`config.mk`:
```
export PLATFORM = sky130hd
export DESIGN_NAME = mc_control
export DESIGN_NICKNAME = d
export VERILOG_FILES = /design/src/rtl/mc_control.sv
export SDC_FILE = /design/constraint.sdc
export NUM_CORES = 1
export LEC_CHECK = 0
export BUFFER_PORTS_ARGS = -buffer_cell sky130_fd_sc_hd__buf_4
export CORE_AREA = 2 2 50 52
export CTS_BUF_LIST = sky130_fd_sc_hd__clkbuf_4 sky130_fd_sc_hd__clkbuf_8
export DETAILED_ROUTE_END_ITERATION = 8
export DIE_AREA = 0 0 52 54
export HOLD_SLACK_MARGIN = 0.06
export PLACE_DENSITY = 0.66
export REMOVE_ABC_BUFFERS = 1
export SETUP_SLACK_MARGIN = 0.05
export SLEW_MARGIN = 20
export SYNTH_ARGS = -nofsm -noshare
export SYNTH_HDL_FRONTEND = slang
export SYNTH_SLANG_ARGS = --single-unit
export TNS_END_PERCENT = 100
```
`constraint.sdc`:
```
create_clock -name clk -period 1.89 [get_ports clk]
set_clock_uncertainty 0.1 [all_clocks]
set_input_delay 0.2835 -clock clk [delete_from_list [all_inputs] [get_ports clk]]
set_output_delay 0.2835 -clock clk [all_outputs]
set_load 0.05 [all_outputs]
```
`src/rtl/mc_control.sv`:
```
// mc_control: multicycle main control FSM (Moore) for a MIPS-style datapath.
// Sequences fetch/decode/execute/memory/writeback for R-type, lw, sw, beq, j, ori.
// Optional feature macro: ILLEGAL_OP_TRAP_EN
//   defined   -> an illegal opcode in DECODE parks the FSM in TRAP with illegal_op = 1
//   undefined -> an illegal opcode returns to FETCH (no-op) and illegal_op stays 0
module mc_control #(
   parameter int OPW = 6
) (
   input  logic           clk,
   input  logic           reset_n,
   input  logic [OPW-1:0] opcode,
   output logic           pcwrite,
   output logic           pcwritecond,
   output logic           iord,
   output logic           memread,
   output logic           memwrite,
   output logic           irwrite,
   output logic           memtoreg,
   output logic           regdst,
   output logic           regwrite,
   output logic           alusrca,
   output logic [1:0]     alusrcb,
   output logic           zeroext,
   output logic           aluop1,
   output logic           aluop0,
   output logic [1:0]     pcsource,
   output logic           illegal_op,
   output logic [3:0]     state
);

   typedef enum logic [3:0] {
      S_RST    = 4'd0,
      S_FETCH  = 4'd1,
      S_DECODE = 4'd2,
      S_MEMADR = 4'd3,
      S_MEMRD  = 4'd4,
      S_MEMWB  = 4'd5,
      S_MEMWR  = 4'd6,
      S_EXEC   = 4'd7,
      S_RWB    = 4'd8,
      S_BRANCH = 4'd9,
      S_JUMP   = 4'd10,
      S_ORIEX  = 4'd11,
      S_ORIWB  = 4'd12,
      S_TRAP   = 4'd13
   } state_t;

   typedef struct packed {
      logic       pcwrite;
      logic       pcwritecond;
      logic       iord;
      logic       memread;
      logic       memwrite;
      logic       irwrite;
      logic       memtoreg;
      logic       regdst;
      logic       regwrite;
      logic       alusrca;
      logic [1:0] alusrcb;
      logic       zeroext;
      logic [1:0] aluop;
      logic [1:0] pcsource;
      logic       illegal;
   } ctrl_t;

   localparam logic [OPW-1:0] OP_R   = 6'b000000;
   localparam logic [OPW-1:0] OP_LW  = 6'b100011;
   localparam logic [OPW-1:0] OP_SW  = 6'b101011;
   localparam logic [OPW-1:0] OP_BEQ = 6'b000100;
   localparam logic [OPW-1:0] OP_J   = 6'b000010;
   localparam logic [OPW-1:0] OP_ORI = 6'b001101;

   state_t cur;
   state_t nxt;
   ctrl_t  ctrl_q;

   // Per-state control word; anything not set stays 0 so each state only names its active strobes.
   function automatic ctrl_t decode(input state_t s);
      ctrl_t c;
      c = '0;
      case (s)
         S_FETCH: begin
            c.memread = 1'b1;
            c.irwrite = 1'b1;
            c.pcwrite = 1'b1;
            c.alusrcb = 2'b01;
         end
         S_DECODE: c.alusrcb = 2'b11;
         S_MEMADR: begin
            c.alusrca = 1'b1;
            c.alusrcb = 2'b10;
         end
         S_MEMRD: begin
            c.memread = 1'b1;
            c.iord    = 1'b1;
         end
         S_MEMWB: begin
            c.regwrite = 1'b1;
            c.memtoreg = 1'b1;
         end
         S_MEMWR: begin
            c.memwrite = 1'b1;
            c.iord     = 1'b1;
         end
         S_EXEC: begin
            c.alusrca = 1'b1;
            c.aluop   = 2'b10;
         end
         S_RWB: begin
            c.regwrite = 1'b1;
            c.regdst   = 1'b1;
         end
         S_BRANCH: begin
            c.alusrca     = 1'b1;
            c.aluop       = 2'b01;
            c.pcwritecond = 1'b1;
            c.pcsource    = 2'b01;
         end
         S_JUMP: begin
            c.pcwrite  = 1'b1;
            c.pcsource = 2'b10;
         end
         S_ORIEX: begin
            c.alusrca = 1'b1;
            c.alusrcb = 2'b10;
            c.zeroext = 1'b1;
            c.aluop   = 2'b11;
         end
         S_ORIWB: c.regwrite = 1'b1;
         S_TRAP: begin
`ifdef ILLEGAL_OP_TRAP_EN
            c.illegal = 1'b1;
`endif
         end
         default: c = '0;
      endcase
      return c;
   endfunction

   // Next-state selection; opcode only matters in DECODE and MEMADR.
   always_comb begin
      nxt = S_FETCH;
      case (cur)
         S_RST:    nxt = S_FETCH;
         S_FETCH:  nxt = S_DECODE;
         S_DECODE: begin
            case (opcode)
               OP_R:         nxt = S_EXEC;
               OP_LW, OP_SW: nxt = S_MEMADR;
               OP_BEQ:       nxt = S_BRANCH;
               OP_J:         nxt = S_JUMP;
               OP_ORI:       nxt = S_ORIEX;
`ifdef ILLEGAL_OP_TRAP_EN
               default:      nxt = S_TRAP;
`else
               default:      nxt = S_FETCH;
`endif
            endcase
         end
         S_MEMADR: nxt = (opcode == OP_LW) ? S_MEMRD : S_MEMWR;
         S_MEMRD:  nxt = S_MEMWB;
         S_EXEC:   nxt = S_RWB;
         S_ORIEX:  nxt = S_ORIWB;
`ifdef ILLEGAL_OP_TRAP_EN
         S_TRAP:   nxt = S_TRAP;
`else
         S_TRAP:   nxt = S_FETCH;
`endif
         default:  nxt = S_FETCH;
      endcase
   end

   // State and control word register together, so outputs are glitch-free and drop at once on reset.
   always_ff @(posedge clk or negedge reset_n) begin
      if (!reset_n) begin
         cur    <= S_RST;
         ctrl_q <= '0;
      end else begin
         cur    <= nxt;
         ctrl_q <= decode(nxt);
      end
   end

   assign pcwrite     = ctrl_q.pcwrite;
   assign pcwritecond = ctrl_q.pcwritecond;
   assign iord        = ctrl_q.iord;
   assign memread     = ctrl_q.memread;
   assign memwrite    = ctrl_q.memwrite;
   assign irwrite     = ctrl_q.irwrite;
   assign memtoreg    = ctrl_q.memtoreg;
   assign regdst      = ctrl_q.regdst;
   assign regwrite    = ctrl_q.regwrite;
   assign alusrca     = ctrl_q.alusrca;
   assign alusrcb     = ctrl_q.alusrcb;
   assign zeroext     = ctrl_q.zeroext;
   assign aluop1      = ctrl_q.aluop[1];
   assign aluop0      = ctrl_q.aluop[0];
   assign pcsource    = ctrl_q.pcsource;
   assign illegal_op  = ctrl_q.illegal;
   assign state       = cur;

endmodule

```
==> impl_metrics.toml <==
[synth]
ys_seq_area_share_pct = 55.5
synth-main-ff-cell = "dfrtp_1"
yosys_warnings = 0
synthesis.area_um2 = 902
synthSimpleGateAreaFrac_pct = 24.3
ys_ff_latch = 20
synthArstFlopShare_pct = 100
synth_cells = 84
synth_mux_area_share_pct = 1.11
yosys-top-cells-area = "dfrtp_1, nor2_1, nand3_1"
synth_edf_count = 0
synth.top_cell.area_share_pct = 55.5
synth_top_family_by_area = "simple AND/OR/NAND/NOR gates"
synth_xor_area_share_pct = 1.94
synth.avg_cell_area_um2 = 10.7
synthAdderAreaFrac_pct = 0
synth_cell_types = 41
yosysTopAreaCell = "dfrtp_1"
synth_compound_area_share_pct = 11.2

[layout]
layout_commonest_cell = "buf_4"
n_fill_cell = 212
mostFrequentLayoutCells = "buf_4, dfrtp_1, nor2_1"
num_antenna_cells = 0
drive_above_1_share_pct = 36.0
nets = 123
final_util_pct = 51.2
area_growth_pct = 31.8
final_cells = 144

[power_and_ir_drop]
peakVddDrop_uv = 757
power_frac_seq_pct = 30.7
p_sw_mw = 0.992
p_clk_share_pct = 16.3
p_int_mw = 1.13
combPwrFrac_pct = 53.0
leakagePower_nw = 0.610
switching_share_pct = 46.8
p_per_area_nw_per_um2 = 1780

[place]
hpwl_um = 1310
io_buffers = 28
dp.cells = 139
gp_congestion = 0.887

[sta]
hold_viol = 0
setup_viol = 0
whs_ns = 0.130
setup_tns_ns = 0
rsz0062_at_grt = "no"
fmax_mhz = 591
final_max_slew_viol_count = 0
period_share_pct = 89.5
min_period_ns = 1.69

[detailed_routing]
drt-total-wl_um = 1770
drc_errors = 0
ant_nets = 0
first_pass_iters = 4
drtIter0Drc = 2
wl_per_cell_um = 12.3
viasPerCell = 4.81
vias = 692

[floorplan]
dieHeight_um = 54
io_pins = 30
die_area_um2 = 2810
die_x_um = 52
start_util_pct = 38.9
core-area_um2 = 2320
placementRows = 18

[clocking]
clock_sinks = 20
cts_buffers = 3
path_clk_slew_ns = 0.11
clkLatencyLatePin_ns = 0.30
cts_root_buf = "clkbuf_4"
ctsResizeCount = 0
cts_buffer_depth = 2
cts_tree = "done"
htree_num_levels = 1

[grt]
grt_max_degree = 21
grt_pass1_vias = 609
antenna_found_initial = 0
grt_first_pass_wirelength_um = 2820
track_usage_pct = 13.8
grt_overflow = 0

[critical_path]
worstPathRequired_ns = 2.02
path_max_fanout = 7
endpoint_kind = "flop"
crit_arrival_ns = 1.83
crit_type = "flop to flop"
critPathLaunchType = "flop"

[outcome]
status = "complete, no violations"

[hold_path]
hold_class = "input port to flop"

[run]
cap_violations = 0
[power groups by stage]
stage                     Combinational [mW]  Clock [mW]  Sequential (mW)
final                                   1.12       0.346            0.651
after CTS                               1.13       0.353            0.650
after detailed placement                1.12           0            0.660
after global routing                    1.20       0.369            0.667
after global placement                  1.12           0            0.655
after floorplan                        0.354           0             1.08
[worst max-delay path, cell delays in order, from the launching register on]
cell and delay [ns]:
dfrtp_1 0.47, nor2_2 0.26, o21ai_0 0.14, nor2_1 0.14
or3b_1 0.38, a21oi_2 0.14
[final cells by class]
class	instances	area (µm²)	share of cell area (%)
Tap cell	30	37.5	3.16
Clock inverter	1	30.0	2.53
Clock buffer	3	22.5	1.89
Sequential cell	20	500	42.1
Inverter	5	18.8	1.58
Timing Repair Buffer	30	228	19.2
Multi-Input combinational cell	55	352	29.6
[registers in the layout, summed over array words and instances (netlist names)]
| register | cells |
|---|---|
| aluop0 | 1 |
| aluop1 | 1 |
| alusrca | 1 |
| alusrcb | 2 |
| iord | 1 |
| irwrite | 1 |
| memread | 1 |
| memtoreg | 1 |
| memwrite | 1 |
| pcsource | 2 |
| pcwrite | 1 |
| regdst | 1 |
| regwrite | 1 |
| state | 4 |
| zeroext | 1 |
[final timing paths]
kind | startpoint | to | slack [ns] | cells after the start
worst min register to register | state[2] | regdst | 0.56 | 2
worst max register to register | state[2] | alusrca | 0.20 | 5
worst min-delay path | opcode[1] | aluop1 | 0.13 | 2
min in group asynchronous | reset_n | memtoreg | 0.28 | 2
worst max-delay path | state[2] | alusrca | 0.20 | 5
max in group asynchronous | reset_n | iord | 1.21 | 2
[cell families (layout without fill, tap and decap cells)]
| family | count (synthesis) | after routing |
|---|---|---|
| and+or+nand+nor | 38 | 38 |
| other | 1 | 1 |
| muxes | 1 | 1 |
| buffers and inverters | 9 | 39 |
| xor gates and xnor gates | 2 | 2 |
| AOI/OAI and AO/OA | 13 | 13 |
| DFF | 20 | 20 |
[repair_timing]
| item | CTS | global route |
|---|---|---|
| setup buffers | 0 | 0 |
| hold buffers | 1 | 0 |
| endpoints found under the hold margin | 20 | 0 |
[per-stage QoR]
stage	area (µm²)	worst slack (ns)	power (mW)
floorplan	871	0.00636	1.44
global placement	1130	0.193	1.78
detailed placement	1130	0.186	1.78
CTS	1190	0.210	2.13
global route	1190	0.105	2.24
finish	1190	0.198	2.12
[synth_stat cells, types with 2 or more instances]
| cell | count |
|---|---|
| a21oi_1 | 2 |
| buf_4 | 2 |
| dfrtp_1 | 20 |
| inv_1 | 3 |
| inv_2 | 2 |
| nand2_1 | 4 |
| nand3_1 | 4 |
| nand3b_1 | 2 |
| nor2_1 | 10 |
| nor3_1 | 3 |
| or3_1 | 2 |
[per-layer routing]
metal | vias up | track usage (%) | part of all wire (%) | wire, µm
li1 | 350 | - | - | -
met1 | 325 | 18.7 | 44 | 780
met2 | 15 | 21.7 | 51 | 899
met3 | 2 | 1.94 | 4.1 | 73
met4 | 0 | 6.58 | 1.1 | 19
met5 | - | 0 | 0 | 0
Note: power is estimated with default switching activity, not from simulation.
